### src/rtl/memory_access_stage_if.sv
// Data-memory request/response bus between the MEM stage and the data memory.
// master = MEM stage (requester), slave = memory.
interface memory_access_stage_if #(
  parameter int DATA_W = 16,
  parameter int ADDR_W = 16
);
  logic              dmem_req;
  logic              dmem_we;
  logic [ADDR_W-1:0] dmem_addr;
  logic [DATA_W-1:0] dmem_wdata;
  logic [DATA_W-1:0] dmem_rdata;
  logic              dmem_ready;

  modport master (
    output dmem_req,
    output dmem_we,
    output dmem_addr,
    output dmem_wdata,
    input  dmem_rdata,
    input  dmem_ready
  );

  modport slave (
    input  dmem_req,
    input  dmem_we,
    input  dmem_addr,
    input  dmem_wdata,
    output dmem_rdata,
    output dmem_ready
  );
endinterface

### src/rtl/memory_access_stage.sv
// MEM stage: issues loads/stores over a req/ready bus and stalls the front end.
// Define MEM_TIMEOUT_EN to abort accesses after TIMEOUT wait cycles (sticky mem_error).
module memory_access_stage #(
  parameter int DATA_W = 16,
  parameter int ADDR_W = 16,
  parameter int RD_W   = 4
`ifdef MEM_TIMEOUT_EN
  ,
  parameter int TIMEOUT = 15
`endif
) (
  input  logic              clk,
  input  logic              reset,
  input  logic              mem_read_in,
  input  logic              mem_write_in,
  input  logic              wre_in,
  input  logic              wb_sel_in,
  input  logic [RD_W-1:0]   rd_in,
  input  logic [DATA_W-1:0] alu_result_in,
  input  logic [DATA_W-1:0] store_data_in,
  memory_access_stage_if.master dmem,
  output logic              stall,
  output logic              wre_memory,
  output logic              select_writeback_data_mux_memory,
  output logic [RD_W-1:0]   rd_memory,
  output logic [DATA_W-1:0] data_from_memory_out,
  output logic [DATA_W-1:0] calc_data_out,
  output logic              mem_error
);

  typedef enum logic [1:0] {
    IDLE   = 2'd0,
    ACCESS = 2'd1,
    DONE   = 2'd2
  } state_t;

  state_t state_q;
  state_t state_d;

  logic              access;
  logic              in_idle;
  logic              in_access;
  logic              done_ok;
  logic              abort;
  logic              req_o;
  logic              stall_o;
  logic              we_q;
  logic [ADDR_W-1:0] addr_q;
  logic [DATA_W-1:0] wdata_q;
  logic [DATA_W-1:0] load_q;

  assign access    = mem_read_in | mem_write_in;
  assign in_idle   = (state_q == IDLE);
  assign in_access = (state_q == ACCESS);
  assign done_ok   = in_access & dmem.dmem_ready;

  always_ff @(posedge clk or posedge reset) begin
    if (reset) state_q <= IDLE;
    else       state_q <= state_d;
  end

  always_comb begin
    state_d = state_q;
    unique case (state_q)
      IDLE:    if (access) state_d = ACCESS;
      ACCESS:  if (done_ok || abort) state_d = DONE;
      DONE:    state_d = IDLE;
      default: state_d = IDLE;
    endcase
  end

  always_comb begin
    req_o   = 1'b0;
    stall_o = 1'b0;
    unique case (state_q)
      IDLE: stall_o = access;
      ACCESS: begin
        req_o   = 1'b1;
        stall_o = 1'b1;
      end
      DONE:    stall_o = 1'b0;
      default: stall_o = 1'b0;
    endcase
  end

  // Request fields are latched once in IDLE; upstream holds the slot stable.
  always_ff @(posedge clk or posedge reset) begin
    if (reset) begin
      addr_q  <= '0;
      wdata_q <= '0;
      we_q    <= 1'b0;
    end else if (in_idle && access) begin
      addr_q  <= alu_result_in[ADDR_W-1:0];
      wdata_q <= store_data_in;
      we_q    <= mem_write_in;
    end
  end

  always_ff @(posedge clk or posedge reset) begin
    if (reset) begin
      load_q <= '0;
    end else if (done_ok && !we_q) begin
      load_q <= dmem.dmem_rdata;
    end else if (abort && !we_q) begin
      load_q <= '1;
    end
  end

`ifdef MEM_TIMEOUT_EN
  localparam int CNT_W = $clog2(TIMEOUT + 1);

  logic [CNT_W-1:0] wait_q;
  logic             err_q;

  // Abort on the TIMEOUT-th ACCESS cycle that still sees no ready.
  assign abort = in_access & ~dmem.dmem_ready &
                 (wait_q == CNT_W'(TIMEOUT - 1));

  always_ff @(posedge clk or posedge reset) begin
    if (reset)               wait_q <= '0;
    else if (!in_access)     wait_q <= '0;
    else if (!dmem.dmem_ready) wait_q <= wait_q + 1'b1;
  end

  always_ff @(posedge clk or posedge reset) begin
    if (reset)      err_q <= 1'b0;
    else if (abort) err_q <= 1'b1;
  end

  assign mem_error = err_q;
`else
  assign abort     = 1'b0;
  assign mem_error = 1'b0;
`endif

  assign dmem.dmem_req   = req_o;
  assign dmem.dmem_we    = we_q;
  assign dmem.dmem_addr  = addr_q;
  assign dmem.dmem_wdata = wdata_q;

  assign stall      = stall_o & ~reset;
  assign wre_memory = wre_in & ~stall_o & ~reset;

  assign select_writeback_data_mux_memory = wb_sel_in & ~reset;
  assign rd_memory     = reset ? '0 : rd_in;
  assign calc_data_out = reset ? '0 : alu_result_in;

  assign data_from_memory_out = load_q;

endmodule

### src/flat_wrapper.sv
// flat-port wrapper written by rule: the top's interface ports become plain ports
module memory_access_stage_flat 
#(
  parameter int DATA_W = 16,
  parameter int ADDR_W = 16,
  parameter int RD_W   = 4

)
  (clk, reset, mem_read_in, mem_write_in, wre_in, wb_sel_in, rd_in, alu_result_in, store_data_in, stall, wre_memory, select_writeback_data_mux_memory, rd_memory, data_from_memory_out, calc_data_out, mem_error, dmem_dmem_req, dmem_dmem_we, dmem_dmem_addr, dmem_dmem_wdata, dmem_dmem_rdata, dmem_dmem_ready);
  memory_access_stage_if #(.DATA_W(DATA_W), .ADDR_W(ADDR_W)) dmem_i ();
  input  logic clk;
  input  logic reset;
  input  logic mem_read_in;
  input  logic mem_write_in;
  input  logic wre_in;
  input  logic wb_sel_in;
  input  logic [RD_W-1:0] rd_in;
  input  logic [DATA_W-1:0] alu_result_in;
  input  logic [DATA_W-1:0] store_data_in;
  output logic stall;
  output logic wre_memory;
  output logic select_writeback_data_mux_memory;
  output logic [RD_W-1:0] rd_memory;
  output logic [DATA_W-1:0] data_from_memory_out;
  output logic [DATA_W-1:0] calc_data_out;
  output logic mem_error;
  output wire logic [$bits(dmem_i.dmem_req)-1:0] dmem_dmem_req;
  output wire logic [$bits(dmem_i.dmem_we)-1:0] dmem_dmem_we;
  output wire logic [$bits(dmem_i.dmem_addr)-1:0] dmem_dmem_addr;
  output wire logic [$bits(dmem_i.dmem_wdata)-1:0] dmem_dmem_wdata;
  input wire logic [$bits(dmem_i.dmem_rdata)-1:0] dmem_dmem_rdata;
  input wire logic [$bits(dmem_i.dmem_ready)-1:0] dmem_dmem_ready;
  assign dmem_dmem_req = dmem_i.dmem_req;
  assign dmem_dmem_we = dmem_i.dmem_we;
  assign dmem_dmem_addr = dmem_i.dmem_addr;
  assign dmem_dmem_wdata = dmem_i.dmem_wdata;
  assign dmem_i.dmem_rdata = dmem_dmem_rdata;
  assign dmem_i.dmem_ready = dmem_dmem_ready;
  memory_access_stage #(.DATA_W(DATA_W), .ADDR_W(ADDR_W), .RD_W(RD_W)) u_core (.clk(clk), .reset(reset), .mem_read_in(mem_read_in), .mem_write_in(mem_write_in), .wre_in(wre_in), .wb_sel_in(wb_sel_in), .rd_in(rd_in), .alu_result_in(alu_result_in), .store_data_in(store_data_in), .dmem(dmem_i), .stall(stall), .wre_memory(wre_memory), .select_writeback_data_mux_memory(select_writeback_data_mux_memory), .rd_memory(rd_memory), .data_from_memory_out(data_from_memory_out), .calc_data_out(calc_data_out), .mem_error(mem_error));
endmodule
### config.mk
export PLATFORM = sky130hd
export DESIGN_NAME = memory_access_stage_flat
export DESIGN_NICKNAME = d
export VERILOG_FILES = /design/src/rtl/memory_access_stage_if.sv /design/src/rtl/memory_access_stage.sv /design/src/flat_wrapper.sv
export SDC_FILE = /design/constraint.sdc
export NUM_CORES = 1
export LEC_CHECK = 0
export CAP_MARGIN = 10
export CORE_ASPECT_RATIO = 0.9
export CORE_MARGIN = 2
export CORE_UTILIZATION = 40
export CTS_BUF_LIST = sky130_fd_sc_hd__clkbuf_4 sky130_fd_sc_hd__clkbuf_8
export DETAILED_ROUTE_END_ITERATION = 12
export PLACE_DENSITY = 0.86
export SYNTH_ARGS = -nofsm -noshare
export SYNTH_HDL_FRONTEND = slang
export SYNTH_SLANG_ARGS = --single-unit
### constraint.sdc
create_clock -name clk -period 3.31 [get_ports clk]
set_clock_uncertainty 0.2 [all_clocks]
set_input_delay 0.331 -clock clk [delete_from_list [all_inputs] [get_ports clk]]
set_output_delay 0.331 -clock clk [all_outputs]
set_load 0.01 [all_outputs]
# == Yosys cells after proc, flatten, opt, wreduce, memory -nomap -nowiden ==
# Cells that the tools add are included.
# word_totals
regBits,51
inputBits,59
out_inout_bits,74
elab_cells,28
# op_classes
n_eq_ne,3
mux,7
bitwise,8
n_reduce_logical,5
# ops
op,count
16-bit 2-to-1 mux,1
1-bit AND,5
2-bit 2-to-1 mux,2
4-bit 2-to-1 mux,1
2-bit case mux with 2 select lines,1
2-bit by 1-bit == test with 1-bit output (second input constant),1
1-bit logical AND,2
2-bit logical NOT,1
2-bit by 1-bit inequality test with 1-bit output (second input constant),1
2-bit inequality test (second input constant),1
1-bit inverter,2
1-bit case mux with 2 select lines,1
2-bit AND reduction,1
1-bit logical NOT,1
1-bit 2-to-1 mux,1
1-bit OR,1

# == Depth between registers and ports, before layout ==
# logic_depth
ltp_word,5
depth_mapped,5

# == Least setup slack after synthesis ==
# No wires, ideal clock.
# synth_timing
path_kind,input -> output
start,in reset
end,out wre_memory
arrival_ns,1.959
t_required_ns,2.779
setup_slack_ns,0.820
cell_stages,3
cell_sequence,clkbuf_1 -> inv_1 -> o211a_1
# synth_between
elab_chain_len,2
# synth_lines
element,line,source
"start, declared",flat_wrapper.sv:12,input logic reset;
1-bit inverter,memory_access_stage.sv:142,assign wre_memory = wre_in & ~stall_o & ~reset;
1-bit AND,memory_access_stage.sv:142,
"end, declared",flat_wrapper.sv:21,output logic wre_memory;
# Every way passes these cells.

# == Worst setup path after layout ==
# layout_timing
start,in reset
end,out stall
# layout_between
elab_chain_len,2
# layout_lines
element,line,source
1-bit inverter,memory_access_stage.sv:141,assign stall = stall_o & ~reset;
1-bit AND,memory_access_stage.sv:141,
"end, declared",flat_wrapper.sv:20,output logic stall;
# Every way passes these cells.

==> results.sh <==
export IMPL_syn_area_per_cell_um2=15.2
export IMPL_area_growth_syn_to_layout_pct=67.5
export IMPL_core_area_mm2=0.00522
export IMPL_clkSinkCount=51
export IMPL_antenna_cells=0
export IMPL_place_gp_congestion=0.722
export IMPL_ys_seq_elements=51
export IMPL_antenna_found_initial=0
export IMPL_required_ns=2.78
export IMPL_gr_total_overflow=0
export IMPL_setup_violations=0
export IMPL_grt_usage_pct=17.0
export IMPL_die_y_um=73.5
export IMPL_crit_type="in2out"
export IMPL_cts_buffers=5
export IMPL_grt_pass1_vias=1553
export IMPL_p_per_area_mw_per_mm2=804
export IMPL_hold_viol_final=0
export IMPL_clock_latency_ns=0.29
export IMPL_synth_area_leader_cell="dfrtp_1"
export IMPL_hpwlAfterDp_mm=3.87
export IMPL_drc=0
export IMPL_drtAntennaViolNets=0
export IMPL_syn_inst=141
export IMPL_synth_top_area_share_pct=59.5
export IMPL_initial_core_util_pct=41.1
export IMPL_die_width_um=81.2
export IMPL_fin_nets=332
export IMPL_hp_class="reg2reg"
export IMPL_cts_resized=0
export IMPL_worst_slack_ns=0.740
export IMPL_period_minus_slack_ns=2.57
export IMPL_ys_seq_area_share_pct=59.5
export IMPL_vias_per_cell=4.66
export IMPL_syn_num_nets=200
export IMPL_ctsRootBufferMaster="clkbuf_8"
export IMPL_grt_pass1_wl_mm=7.58
export IMPL_yosysWarningCount=0
export IMPL_drtIter0Drc=56
export IMPL_htree_levels=2
export IMPL_postCtsHoldBufs=0
export IMPL_post_cts_buffers=0
export IMPL_status="finished clean"
export IMPL_dr_pass1_iters=4
export IMPL_end_kind="output pin"
export IMPL_power_leakage_nw=1.47
export IMPL_drive_above_1_share_pct=22.0
export IMPL_synth_cell_type_count=20
export IMPL_numPortBuffers=131
export IMPL_drv_cap=0
export IMPL_rsz0062_at_grt="no"
export IMPL_max_clock_freq_ghz=0.389
export IMPL_irDropWorstVdd_mv=0.494
export IMPL_setup_tns_ns=0
export IMPL_drt_total_wl_mm=5.01
export IMPL_vias=1585
export IMPL_slew_limit_headroom_pct=49.5
export IMPL_cts_tree="built"
export IMPL_cts_buffer_depth=2
export IMPL_clkSlewWorstSetupHoldPaths_ns=0.08
export IMPL_std_cell_rows=25
export IMPL_place_ws_ns=0.736
export IMPL_rrSetupSlack_ns=1.36
export IMPL_grt_max_degree=52
export IMPL_die_area_mm2=0.00596
export IMPL_io_pins=133
export IMPL_critPathLaunchType="input pin"
export IMPL_finalCritPeriodShare_pct=77.6
export IMPL_synthTopCellsByArea="dfrtp_1 60%, mux2_2 20%, mux2_4 7.0%"
export IMPL_path_max_fanout=23
export IMPL_crit_arrival_ns=2.04
export IMPL_avgRoutedWirePerCell_um=14.7
export IMPL_syn_area_mm2=0.00214
export IMPL_final_max_slew_viol_count=0
export IMPL_worst_pin_slew_ns=0.755
## power by group
part           internal [W]  total (W)  switching [W]
registers          0.000928    0.00109       0.000161
logic              0.000912    0.00138       0.000471
clock network      0.000221   0.000417       0.000196
## area by class of cell
cell class / count / area, um^2
Tap cell: 67 / 83.8
Clock inverter: 2 / 37.5
Multi-Input combinational cell: 81 / 796
Fill cell: 395 / 1630
Inverter: 1 / 3.75
Timing Repair Buffer: 133 / 1330
Sequential cell: 51 / 1280
Clock buffer: 5 / 68.8
## stage by stage
| step | cells | hold WS [ns] | instance area (um^2) | power, W | util (%) |
|---|---|---|---|---|---|
| finish | 340 | 0.307 | 3590 | 0.00289 | 68.8 |
| global route | 340 | 0.325 | 3590 | 0.00306 | 68.8 |
| CTS | 340 | 0.315 | 3590 | 0.00293 | 68.8 |
| detailed placement | 333 | 0.294 | 3490 | 0.00251 | 66.7 |
| global placement | 333 | 0.288 | 3490 | 0.00247 | 66.7 |
| floorplan | 141 | 0.230 | 2140 | 0.00171 | - |
## cell families after synthesis
family	Yosys count	share of synthesized area [%]
and+or+nand+nor	28	8.40
buffers and inverters	9	3.38
DFF	51	59.5
muxes	48	27.0
other	1	0.175
AOI/OAI and AO/OA	4	1.58
## sequential cells by signal, indices dropped and copies added, names as in the netlist
signal / flops
u_core.data_from_memory_out: 16
u_core.dmem.dmem_wdata: 16
u_core.state_q: 2
u_core.dmem.dmem_addr: 16
u_core.dmem.dmem_we: 1
## layout by cell type (no fill, tap or decap)
master,instances
clkbuf_8,5
nor2_1,1
dfrtp_1,51
o211a_1,1
mux2_2,38
a22o_1,1
and3b_1,1
a211oi_1,1
nand2_1,1
nor2b_4,1
o21a_1,1
clkdlybuf4s50_1,131
bufinv_16,1
inv_2,1
nor3_1,2
and2b_2,1
nor2b_1,21
buf_4,2
clkinvlp_4,1
mux2_4,10
conb_1,1
## final timing paths
path	cells past startpoint	to	from
min	1	u_core.dmem.dmem_addr[1]	u_core.dmem.dmem_addr[1]
min in group asynchronous	3	u_core.dmem.dmem_addr[0]	reset
max reg2reg	3	u_core.data_from_memory_out[13]	u_core.state_q[1]
min reg2reg	1	u_core.dmem.dmem_addr[1]	u_core.dmem.dmem_addr[1]
max in group asynchronous	3	u_core.dmem.dmem_wdata[11]	reset
max	3	stall	reset
## routing by layer
metal  share of wire [%]  up-vias  track usage, %
li1                    -      737               -
met1                  39      756            19.6
met2                  49       83            28.9
met3                  11        9            6.88
met4                 1.4        0            5.46
met5                   0        -               0
## synthesized netlist by cell type
cell,number
buf_6,1
mux2_2,38
inv_1,1
and3b_1,1
clkbuf_1,2
nor3_1,2
nor2b_4,1
o21a_1,1
a211oi_1,1
a22o_1,1
nor2_1,1
o211a_1,1
buf_12,1
nor2b_1,21
conb_1,1
nand2_1,1
mux2_4,10
and2b_2,1
buf_4,4
dfrtp_1,51
## critical path, stage by stage
cell	delay, ns
clkdlybuf4s50_1	0.80
nor3_1	0.33
clkdlybuf4s50_1	0.58
Power figures use the tool's default switching activity.
